**src/rtl/oven_zone_ctrl_if.sv**
```systemverilog
// Bundle of oven panel inputs and actuator outputs shared between the
// controller (slave) and whatever drives the front panel (master).
interface oven_zone_ctrl_if #(
    parameter int TW = 8,
    parameter int DW = 8
);
    logic          start_btn_i;
    logic          pause_btn_i;
    logic          door_open_i;
    logic [1:0]    mode_sel_i;
    logic          high_grill_i;
    logic [DW-1:0] set_temp_i;
    logic [TW-1:0] set_time_i;
    logic [DW-1:0] cur_temp_i;
    logic [3:0]    hrod_o;
    logic          light_o;
    logic          fan_o;
    logic          buzzer_o;
    logic          done_o;
    logic [TW-1:0] timer_o;
    logic [2:0]    state_o;

    modport master (
        output start_btn_i, pause_btn_i, door_open_i, mode_sel_i, high_grill_i,
               set_temp_i, set_time_i, cur_temp_i,
        input  hrod_o, light_o, fan_o, buzzer_o, done_o, timer_o, state_o
    );

    modport slave (
        input  start_btn_i, pause_btn_i, door_open_i, mode_sel_i, high_grill_i,
               set_temp_i, set_time_i, cur_temp_i,
        output hrod_o, light_o, fan_o, buzzer_o, done_o, timer_o, state_o
    );
endinterface

```
**src/rtl/oven_zone_ctrl.sv**
```systemverilog
// Oven zone controller: mode FSM, prescaled countdown timer, hysteretic heater rods, done buzzer.
// Define OVEN_PREHEAT_WAIT_EN to hold the cooking timer until the chamber first reaches setpoint.
module oven_zone_ctrl #(
    parameter int TW        = 8,
    parameter int DW        = 8,
    parameter int PRESCALE  = 1,
    parameter int HYST      = 4,
    parameter int BUZZ_CYC  = 4,
    parameter int GRILL_DEF = 90
) (
    input logic             clk,
    input logic             rst,
    oven_zone_ctrl_if.slave bus
);
    localparam logic [2:0] IDLE    = 3'd0;
    localparam logic [2:0] PREHEAT = 3'd1;
    localparam logic [2:0] COOK    = 3'd2;
    localparam logic [2:0] GRILL   = 3'd3;
    localparam logic [2:0] BAKE    = 3'd4;
    localparam logic [2:0] PAUSE   = 3'd5;
    localparam logic [2:0] DONE    = 3'd6;

    localparam int PW = (PRESCALE > 1) ? $clog2(PRESCALE) : 1;
    localparam int BW = (BUZZ_CYC > 1) ? $clog2(BUZZ_CYC) : 1;

    logic [2:0]    state_q, state_d;
    logic [2:0]    retState_q, retState_d;
    logic [TW-1:0] timer_q, timer_d;
    logic [PW-1:0] preCnt_q, preCnt_d;
    logic [BW-1:0] buzzCnt_q, buzzCnt_d;
    logic          grillHi_q, grillHi_d;
    logic          heat_q, heat_d;
    logic [3:0]    hrod_q, hrod_d;
    logic          fan_q, fan_d;
    logic          light_q, light_d;
    logic          buzzer_q, buzzer_d;

    logic [TW-1:0] loadVal;
    logic [DW:0]   loTemp;
    logic          tempOk;
    logic          tooCold;
    logic          holdReq;
    logic          runTimer;
    logic [3:0]    rodPat;

    assign tempOk  = (bus.cur_temp_i >= bus.set_temp_i);
    assign holdReq = bus.pause_btn_i | bus.door_open_i;

    // Lower thermostat threshold saturates at zero for small setpoints
    always_comb begin
        loTemp = '0;
        if ({1'b0, bus.set_temp_i} > (DW+1)'(HYST)) begin
            loTemp = {1'b0, bus.set_temp_i} - (DW+1)'(HYST);
        end
        tooCold = ({1'b0, bus.cur_temp_i} < loTemp);
    end

`ifdef OVEN_PREHEAT_WAIT_EN
    logic ready_q, ready_d;

    assign runTimer = ready_q | tempOk;

    always_comb begin
        ready_d = ready_q | tempOk;
        if (state_q == IDLE) begin
            ready_d = 1'b0;
        end
    end

    always_ff @(posedge clk or posedge rst) begin
        if (rst) ready_q <= 1'b0;
        else     ready_q <= ready_d;
    end
`else
    assign runTimer = 1'b1;
`endif

    always_comb begin
        loadVal = bus.set_time_i;
        if (bus.mode_sel_i == 2'b10 && !bus.high_grill_i) begin
            loadVal = TW'(GRILL_DEF);
        end
    end

    always_comb begin
        state_d    = state_q;
        retState_d = retState_q;
        timer_d    = timer_q;
        preCnt_d   = preCnt_q;
        buzzCnt_d  = buzzCnt_q;
        grillHi_d  = grillHi_q;

        case (state_q)
            IDLE: begin
                buzzCnt_d = '0;
                if (bus.start_btn_i && !bus.door_open_i &&
                    (bus.mode_sel_i == 2'b00 || loadVal != '0)) begin
                    // mode_sel 00..11 maps directly onto PREHEAT..BAKE
                    state_d = {1'b0, bus.mode_sel_i} + 3'd1;
                    if (bus.mode_sel_i != 2'b00) begin
                        timer_d   = loadVal;
                        grillHi_d = (bus.mode_sel_i == 2'b10) && bus.high_grill_i;
                    end
                end
            end
            PREHEAT: begin
                if (holdReq) begin
                    state_d    = PAUSE;
                    retState_d = PREHEAT;
                end else if (tempOk) begin
                    state_d = DONE;
                end
            end
            COOK, GRILL, BAKE: begin
                if (holdReq) begin
                    state_d    = PAUSE;
                    retState_d = state_q;
                end else if (!runTimer) begin
                    preCnt_d = '0;
                end else if (preCnt_q == PW'(PRESCALE - 1)) begin
                    preCnt_d = '0;
                    if (timer_q != '0) timer_d = timer_q - 1'b1;
                    if (timer_q <= TW'(1)) state_d = DONE;
                end else begin
                    preCnt_d = preCnt_q + 1'b1;
                end
            end
            PAUSE: begin
                if (!holdReq) state_d = retState_q;
            end
            DONE: begin
                if (buzzCnt_q == BW'(BUZZ_CYC - 1)) begin
                    state_d   = IDLE;
                    buzzCnt_d = '0;
                end else begin
                    buzzCnt_d = buzzCnt_q + 1'b1;
                end
            end
            default: state_d = IDLE;
        endcase

        if (state_d != state_q) preCnt_d = '0;
    end

    // Outputs are computed from next-state values so the registered copies line up with state_o
    always_comb begin
        heat_d = heat_q;
        if (tooCold)     heat_d = 1'b1;
        else if (tempOk) heat_d = 1'b0;

        case (state_d)
            PREHEAT: rodPat = 4'b0100;
            COOK:    rodPat = 4'b0110;
            GRILL:   rodPat = grillHi_d ? 4'b1110 : 4'b0110;
            BAKE:    rodPat = 4'b1111;
            default: rodPat = 4'b0000;
        endcase

        hrod_d   = rodPat & {4{heat_d}};
        fan_d    = (state_d == COOK) || (state_d == GRILL) ||
                   (state_d == BAKE) || (state_d == DONE);
        light_d  = !((state_d == IDLE) && !bus.door_open_i);
        buzzer_d = (state_d == DONE);
    end

    always_ff @(posedge clk or posedge rst) begin
        if (rst) begin
            state_q    <= IDLE;
            retState_q <= IDLE;
            timer_q    <= '0;
            preCnt_q   <= '0;
            buzzCnt_q  <= '0;
            grillHi_q  <= 1'b0;
            heat_q     <= 1'b0;
            hrod_q     <= 4'b0000;
            fan_q      <= 1'b0;
            light_q    <= 1'b1;
            buzzer_q   <= 1'b0;
        end else begin
            state_q    <= state_d;
            retState_q <= retState_d;
            timer_q    <= timer_d;
            preCnt_q   <= preCnt_d;
            buzzCnt_q  <= buzzCnt_d;
            grillHi_q  <= grillHi_d;
            heat_q     <= heat_d;
            hrod_q     <= hrod_d;
            fan_q      <= fan_d;
            light_q    <= light_d;
            buzzer_q   <= buzzer_d;
        end
    end

    assign bus.state_o  = state_q;
    assign bus.timer_o  = timer_q;
    assign bus.hrod_o   = hrod_q;
    assign bus.fan_o    = fan_q;
    assign bus.light_o  = light_q;
    assign bus.buzzer_o = buzzer_q;
    assign bus.done_o   = buzzer_q;
endmodule

```
**src/flat_wrapper.sv**
```systemverilog
// flat-port wrapper written by rule: the top's interface ports become plain ports
module oven_zone_ctrl_flat 
#(
    parameter int TW        = 8,
    parameter int DW        = 8,
    parameter int PRESCALE  = 1,
    parameter int HYST      = 4,
    parameter int BUZZ_CYC  = 4,
    parameter int GRILL_DEF = 90
)
  (clk, rst, bus_start_btn_i, bus_pause_btn_i, bus_door_open_i, bus_mode_sel_i, bus_high_grill_i, bus_set_temp_i, bus_set_time_i, bus_cur_temp_i, bus_hrod_o, bus_light_o, bus_fan_o, bus_buzzer_o, bus_done_o, bus_timer_o, bus_state_o);
  oven_zone_ctrl_if #(.TW(TW), .DW(DW)) bus_i ();
  input logic clk;
  input logic rst;
  input wire logic [$bits(bus_i.start_btn_i)-1:0] bus_start_btn_i;
  input wire logic [$bits(bus_i.pause_btn_i)-1:0] bus_pause_btn_i;
  input wire logic [$bits(bus_i.door_open_i)-1:0] bus_door_open_i;
  input wire logic [$bits(bus_i.mode_sel_i)-1:0] bus_mode_sel_i;
  input wire logic [$bits(bus_i.high_grill_i)-1:0] bus_high_grill_i;
  input wire logic [$bits(bus_i.set_temp_i)-1:0] bus_set_temp_i;
  input wire logic [$bits(bus_i.set_time_i)-1:0] bus_set_time_i;
  input wire logic [$bits(bus_i.cur_temp_i)-1:0] bus_cur_temp_i;
  output wire logic [$bits(bus_i.hrod_o)-1:0] bus_hrod_o;
  output wire logic [$bits(bus_i.light_o)-1:0] bus_light_o;
  output wire logic [$bits(bus_i.fan_o)-1:0] bus_fan_o;
  output wire logic [$bits(bus_i.buzzer_o)-1:0] bus_buzzer_o;
  output wire logic [$bits(bus_i.done_o)-1:0] bus_done_o;
  output wire logic [$bits(bus_i.timer_o)-1:0] bus_timer_o;
  output wire logic [$bits(bus_i.state_o)-1:0] bus_state_o;
  assign bus_i.start_btn_i = bus_start_btn_i;
  assign bus_i.pause_btn_i = bus_pause_btn_i;
  assign bus_i.door_open_i = bus_door_open_i;
  assign bus_i.mode_sel_i = bus_mode_sel_i;
  assign bus_i.high_grill_i = bus_high_grill_i;
  assign bus_i.set_temp_i = bus_set_temp_i;
  assign bus_i.set_time_i = bus_set_time_i;
  assign bus_i.cur_temp_i = bus_cur_temp_i;
  assign bus_hrod_o = bus_i.hrod_o;
  assign bus_light_o = bus_i.light_o;
  assign bus_fan_o = bus_i.fan_o;
  assign bus_buzzer_o = bus_i.buzzer_o;
  assign bus_done_o = bus_i.done_o;
  assign bus_timer_o = bus_i.timer_o;
  assign bus_state_o = bus_i.state_o;
  oven_zone_ctrl #(.TW(TW), .DW(DW), .PRESCALE(PRESCALE), .HYST(HYST), .BUZZ_CYC(BUZZ_CYC), .GRILL_DEF(GRILL_DEF)) u_core (.clk(clk), .rst(rst), .bus(bus_i));
endmodule
```
**config.mk**
```make
export PLATFORM = sky130hd
export DESIGN_NAME = oven_zone_ctrl_flat
export DESIGN_NICKNAME = d
export VERILOG_FILES = /design/src/rtl/oven_zone_ctrl_if.sv /design/src/rtl/oven_zone_ctrl.sv /design/src/flat_wrapper.sv
export SDC_FILE = /design/constraint.sdc
export NUM_CORES = 1
export LEC_CHECK = 0
export ABC_AREA = 1
export CORE_UTILIZATION = 54
export CTS_CLUSTER_DIAMETER = 200
export CTS_CLUSTER_SIZE = 12
export DETAILED_ROUTE_END_ITERATION = 12
export GPL_TIMING_DRIVEN = 1
export PLACE_DENSITY = 0.83
export SYNTH_ARGS = -nofsm -noshare
export SYNTH_HDL_FRONTEND = slang
export SYNTH_SLANG_ARGS = --single-unit
```
**constraint.sdc**
```tcl
create_clock -name clk -period 3.55 [get_ports clk]
set_input_delay 1.065 -clock clk [delete_from_list [all_inputs] [get_ports clk]]
set_output_delay 1.065 -clock clk [all_outputs]
set_load 0.03 [all_outputs]
```
==> summary.md, run 1 <==
| Metric | Value |
|---|---|
| Pwr Density | `784 mW/mm^2` |
| Peak VDD IR | `471 uV` |
| Commonest non-fill, non-tap cell in the layout | `nand2_1` |
| Largest net degree at the start of global routing | `26` |
| Sum Neg Setup Slack | `0 ps` |
| Syn-to-layout area delta | `26.2%` |
| Most used cell, CP | `nor2_1` |
| Pin slew with the least headroom to its limit | `405 ps` |
| Global Route Usage Sum | `26.4%` |
| # DRC | `0` |
| Minimum setup slack among reg-to-reg paths | `1570 ps` |
| CTS Sinks | `25` |
| Buffers on Ports | `50` |
| R2R Path End | `u_core.bus.timer_o[4]$_DFFE_PP0P_` |
| RSZ-0062 raised after global routing | `no` |
| Period utilization | `90.3%` |
| Clock skew | `9.33 ps` |
| Slowest stage cell, crit path | `clkdlybuf4s50_1` |
| Synth top area cells | `dfrtp_1 (28%), ha_1 (13%), nand2_1 (13%), inv_1 (7.9%), nor2_1 (4.7%)` |
| WS Path Type | `primary input to register` |
| TritonCTS clock tree | `yes` |
| Initial DRT Pass Iterations | `4` |
| Die height | `65.4 um` |
| CTS Root Cell | `clkbuf_8` |
| Area share of the largest cell type after synthesis | `27.6%` |
| Status | `complete, no violations` |
| Remaining antenna violation count | `0` |
| Leakage | `0.00141 uW` |
| Antenna Diode Count | `0` |
| Hold Crit Depth | `1` |
| Reg2Reg Launch Point | `u_core.bus.timer_o[0]$_DFFE_PP0P_` |
| Reg2Reg Depth | `11` |
| # resized after CTS | `0` |
| Starting Density | `57.6%` |
| CTS buffer count | `3` |
| Grt total ovfl | `0` |
| Avg Vias per Cell | `5.15` |
| Switching Fraction | `51.7%` |
| Postcts setup bufs | `0` |
| Post-Syn Area | `0.00217 mm^2` |
| Slew Limit Fails | `0` |
| CTS Hold Bufs | `0` |
| Combinational Power Share | `67.4%` |
| Hold path startpoint | `u_core.retState_q[1]$_DFFE_PP0P_` |
| Dpl hpwl | `4.08 mm` |
| Register area share after synthesis | `28.8%` |
| Detailed Route WL | `5.03 mm` |
| Min Tclk post-route | `3210 ps` |
| CP arrival | `3370 ps` |
| DP Area | `0.00270 mm^2` |
| Worst skew pair latency | `280 ps` |
| Clock group share of total power | `8.2%` |
| Number of DRC markers in iteration 0 | `115` |
| Worst EP required | `3710 ps` |
| Gpl congestion | `0.911` |
| Die Area | `0.00428 mm^2` |
| Die W | `65.4 um` |
| Final setup viols | `0` |
| Share of cells above drive strength 1 | `11.1%` |
| Post-route cell area | `0.00274 mm^2` |
| Cell taking the most area after synthesis | `dfrtp_1` |
| CP max FO | `7` |
| Final hold vios | `0` |
| Switching pwr | `1110 uW` |
| Hold crit path type | `register to register` |
| Vias in the first global route | `2032` |
| IO Count | `51` |
| Most frequent cells in the layout | `nand2_1 (74), clkdlybuf4s50_1 (50), inv_1 (46)` |
| CORE AREA | `0.00377 mm^2` |
| Cell Rows | `22` |
| Via count | `2102` |
| CP endpoint kind | `register` |
| Number of fill cells in the layout | `326` |
| Max Cap Viol | `0` |
| Fin nets | `416` |
| Register bit total from synthesis | `25` |
| Syn nets | `365` |
| Syn Inst Count | `310` |
| DR WL/cell | `12.3 um` |
| Initial antenna violation count | `0` |
| Int Pwr | `1040 uW` |
| Maximum clock rate | `312 MHz` |
| Reg power frac | `24.4%` |
| Crit-path cells | `clkdlybuf4s50_1 > inv_1 > ha_1 > nand2_1 > nor2_1 > o21bai_2 > nand3_1 > ha_1 > inv_1 > o31a_1 > nor2_1 > nor2_1 > a21boi_1 > nor2_1` |
| Unique masters post-synth | `34` |
| Warnings from Yosys | `0` |
| Synth Area per Inst | `7.01 um^2` |
| Clock slew at the register clock pins of the worst setup and hold paths | `100 ps` |
| CTS Buffer Depth | `2` |
| First-pass GRT wire length | `8.76 mm` |
| Crit-path max cell delay | `480 ps` |
| Startpoint types | `primary input` |
| Htree depth | `1` |
| Slew HR | `73.0%` |
| Hold Path Sink | `u_core.retState_q[1]$_DFFE_PP0P_` |
## worst max path at each step
| stage | to | from | slack [ps] | cells past startpoint |
|---|---|---|---|---|
| 2_1_floorplan | u_core.bus.hrod_o[0]$_DFF_PP0_ | bus_set_temp_i[3] | 770 | 13 |
| 6_report | u_core.bus.hrod_o[0]$_DFF_PP0_ | bus_set_temp_i[3] | 340 | 14 |
| 3_3_place_gp | u_core.bus.hrod_o[0]$_DFF_PP0_ | bus_set_temp_i[3] | 170 | 14 |
| 4_1_cts | u_core.bus.hrod_o[0]$_DFF_PP0_ | bus_set_temp_i[3] | 350 | 14 |
| 5_1_grt | u_core.bus.hrod_o[1]$_DFF_PP0_ | bus_set_temp_i[3] | 140 | 16 |
| 3_5_place_dp | u_core.bus.hrod_o[0]$_DFF_PP0_ | bus_set_temp_i[3] | 70 | 14 |
## synthesized netlist by cell type (all sizes together)
| master | n |
|---|---|
| nand3b | 3 |
| inv | 55 |
| o21bai | 1 |
| dfrtp | 24 |
| o22ai | 1 |
| o21a | 1 |
| a21oi | 19 |
| or2 | 2 |
| nor2 | 35 |
| dfstp | 1 |
| o31ai | 1 |
| a31oi | 2 |
| o22a | 1 |
| o221ai | 2 |
| o21ai | 20 |
| nor3 | 4 |
| a21boi | 2 |
| nand3 | 20 |
| nand2 | 80 |
| o31a | 1 |
| xor2 | 2 |
| a22o | 1 |
| buf | 5 |
| ha | 23 |
| nand4 | 4 |
## final cells by class
type                    instances  area, um^2  share of cell area [%]
inverters                      55         206                    7.53
multi-input cells             225        1290                    47.2
clock buffers                   3        41.3                    1.51
clock inverters                 1        5.00                   0.182
flip-flops and latches         25         627                    22.9
well taps                      48        60.1                    2.19
repair buffers                 51         508                    18.5
## critical path, delay by kind of cell
kind / cells / cell delay, ps
AO/OA/AOI/OAI: 3 / 730
buffers and inverters: 3 / 610
adder cells (fa/ha/maj): 2 / 500
AND/OR/NAND/NOR: 6 / 470
## power by group through the flow
stage	registers (uW)	clock network, uW	logic [uW]
3_3_place_gp	524	0	1400
5_1_grt	540	188	1610
3_5_place_dp	528	0	1440
4_1_cts	523	181	1450
2_1_floorplan	691	0	898
6_report	524	177	1450
## cell families (layout without fill, tap and decap cells)
family | Yosys count | in the layout | share of synthesized area [%]
DFF | 25 | 25 | 28.8
AOI/OAI and AO/OA | 52 | 52 | 14.3
adders and majority gates | 23 | 23 | 13.2
and+or+nand+nor | 148 | 148 | 31.2
xor gates and xnor gates | 2 | 2 | 0.806
buffers and inverters | 60 | 110 | 11.6
## per-layer routing
| metal | vias to the layer above | track usage, % | part of all wire, % |
|---|---|---|---|
| met5 | - | 0 | 0 |
| met3 | 7 | 2.95 | 5.0 |
| met4 | 0 | 7.88 | 1.6 |
| met1 | 948 | 35.8 | 48 |
| met2 | 52 | 43.9 | 46 |
| li1 | 1095 | - | - |
## state kept, by name, summed over array words and instances, names as in the netlist
name                 flops
u_core.bus.light_o       1
u_core.bus.fan_o         1
u_core.bus.hrod_o        4
u_core.buzzCnt_q         2
u_core.bus.buzzer_o      1
u_core.heat_q            1
u_core.retState_q        3
u_core.grillHi_q         1
u_core.bus.state_o       3
u_core.bus.timer_o       8
## stage by stage
| step | power (uW) | util, % | hold WS, ps | setup WS, ps | std cells |
|---|---|---|---|---|---|
| 3_5_place_dp | 1960 | 71.5 | 489 | 70.6 | 404 |
| 2_1_floorplan | 1590 | - | 465 | 771 | 310 |
| 5_1_grt | 2340 | 72.7 | 549 | 139 | 408 |
| 3_3_place_gp | 1930 | 71.5 | 487 | 171 | 404 |
| 6_report | 2150 | 72.7 | 513 | 344 | 408 |
| 4_1_cts | 2150 | 72.7 | 514 | 354 | 408 |
No activity file was read; power rests on OpenSTA's default activity.
==> inputs of run 2 (changes only) <==
TNS_END_PERCENT = 100   (was not set)
==> results of run 2 <==
No change in the layout: final DEF, timing and power equal those of run 1.
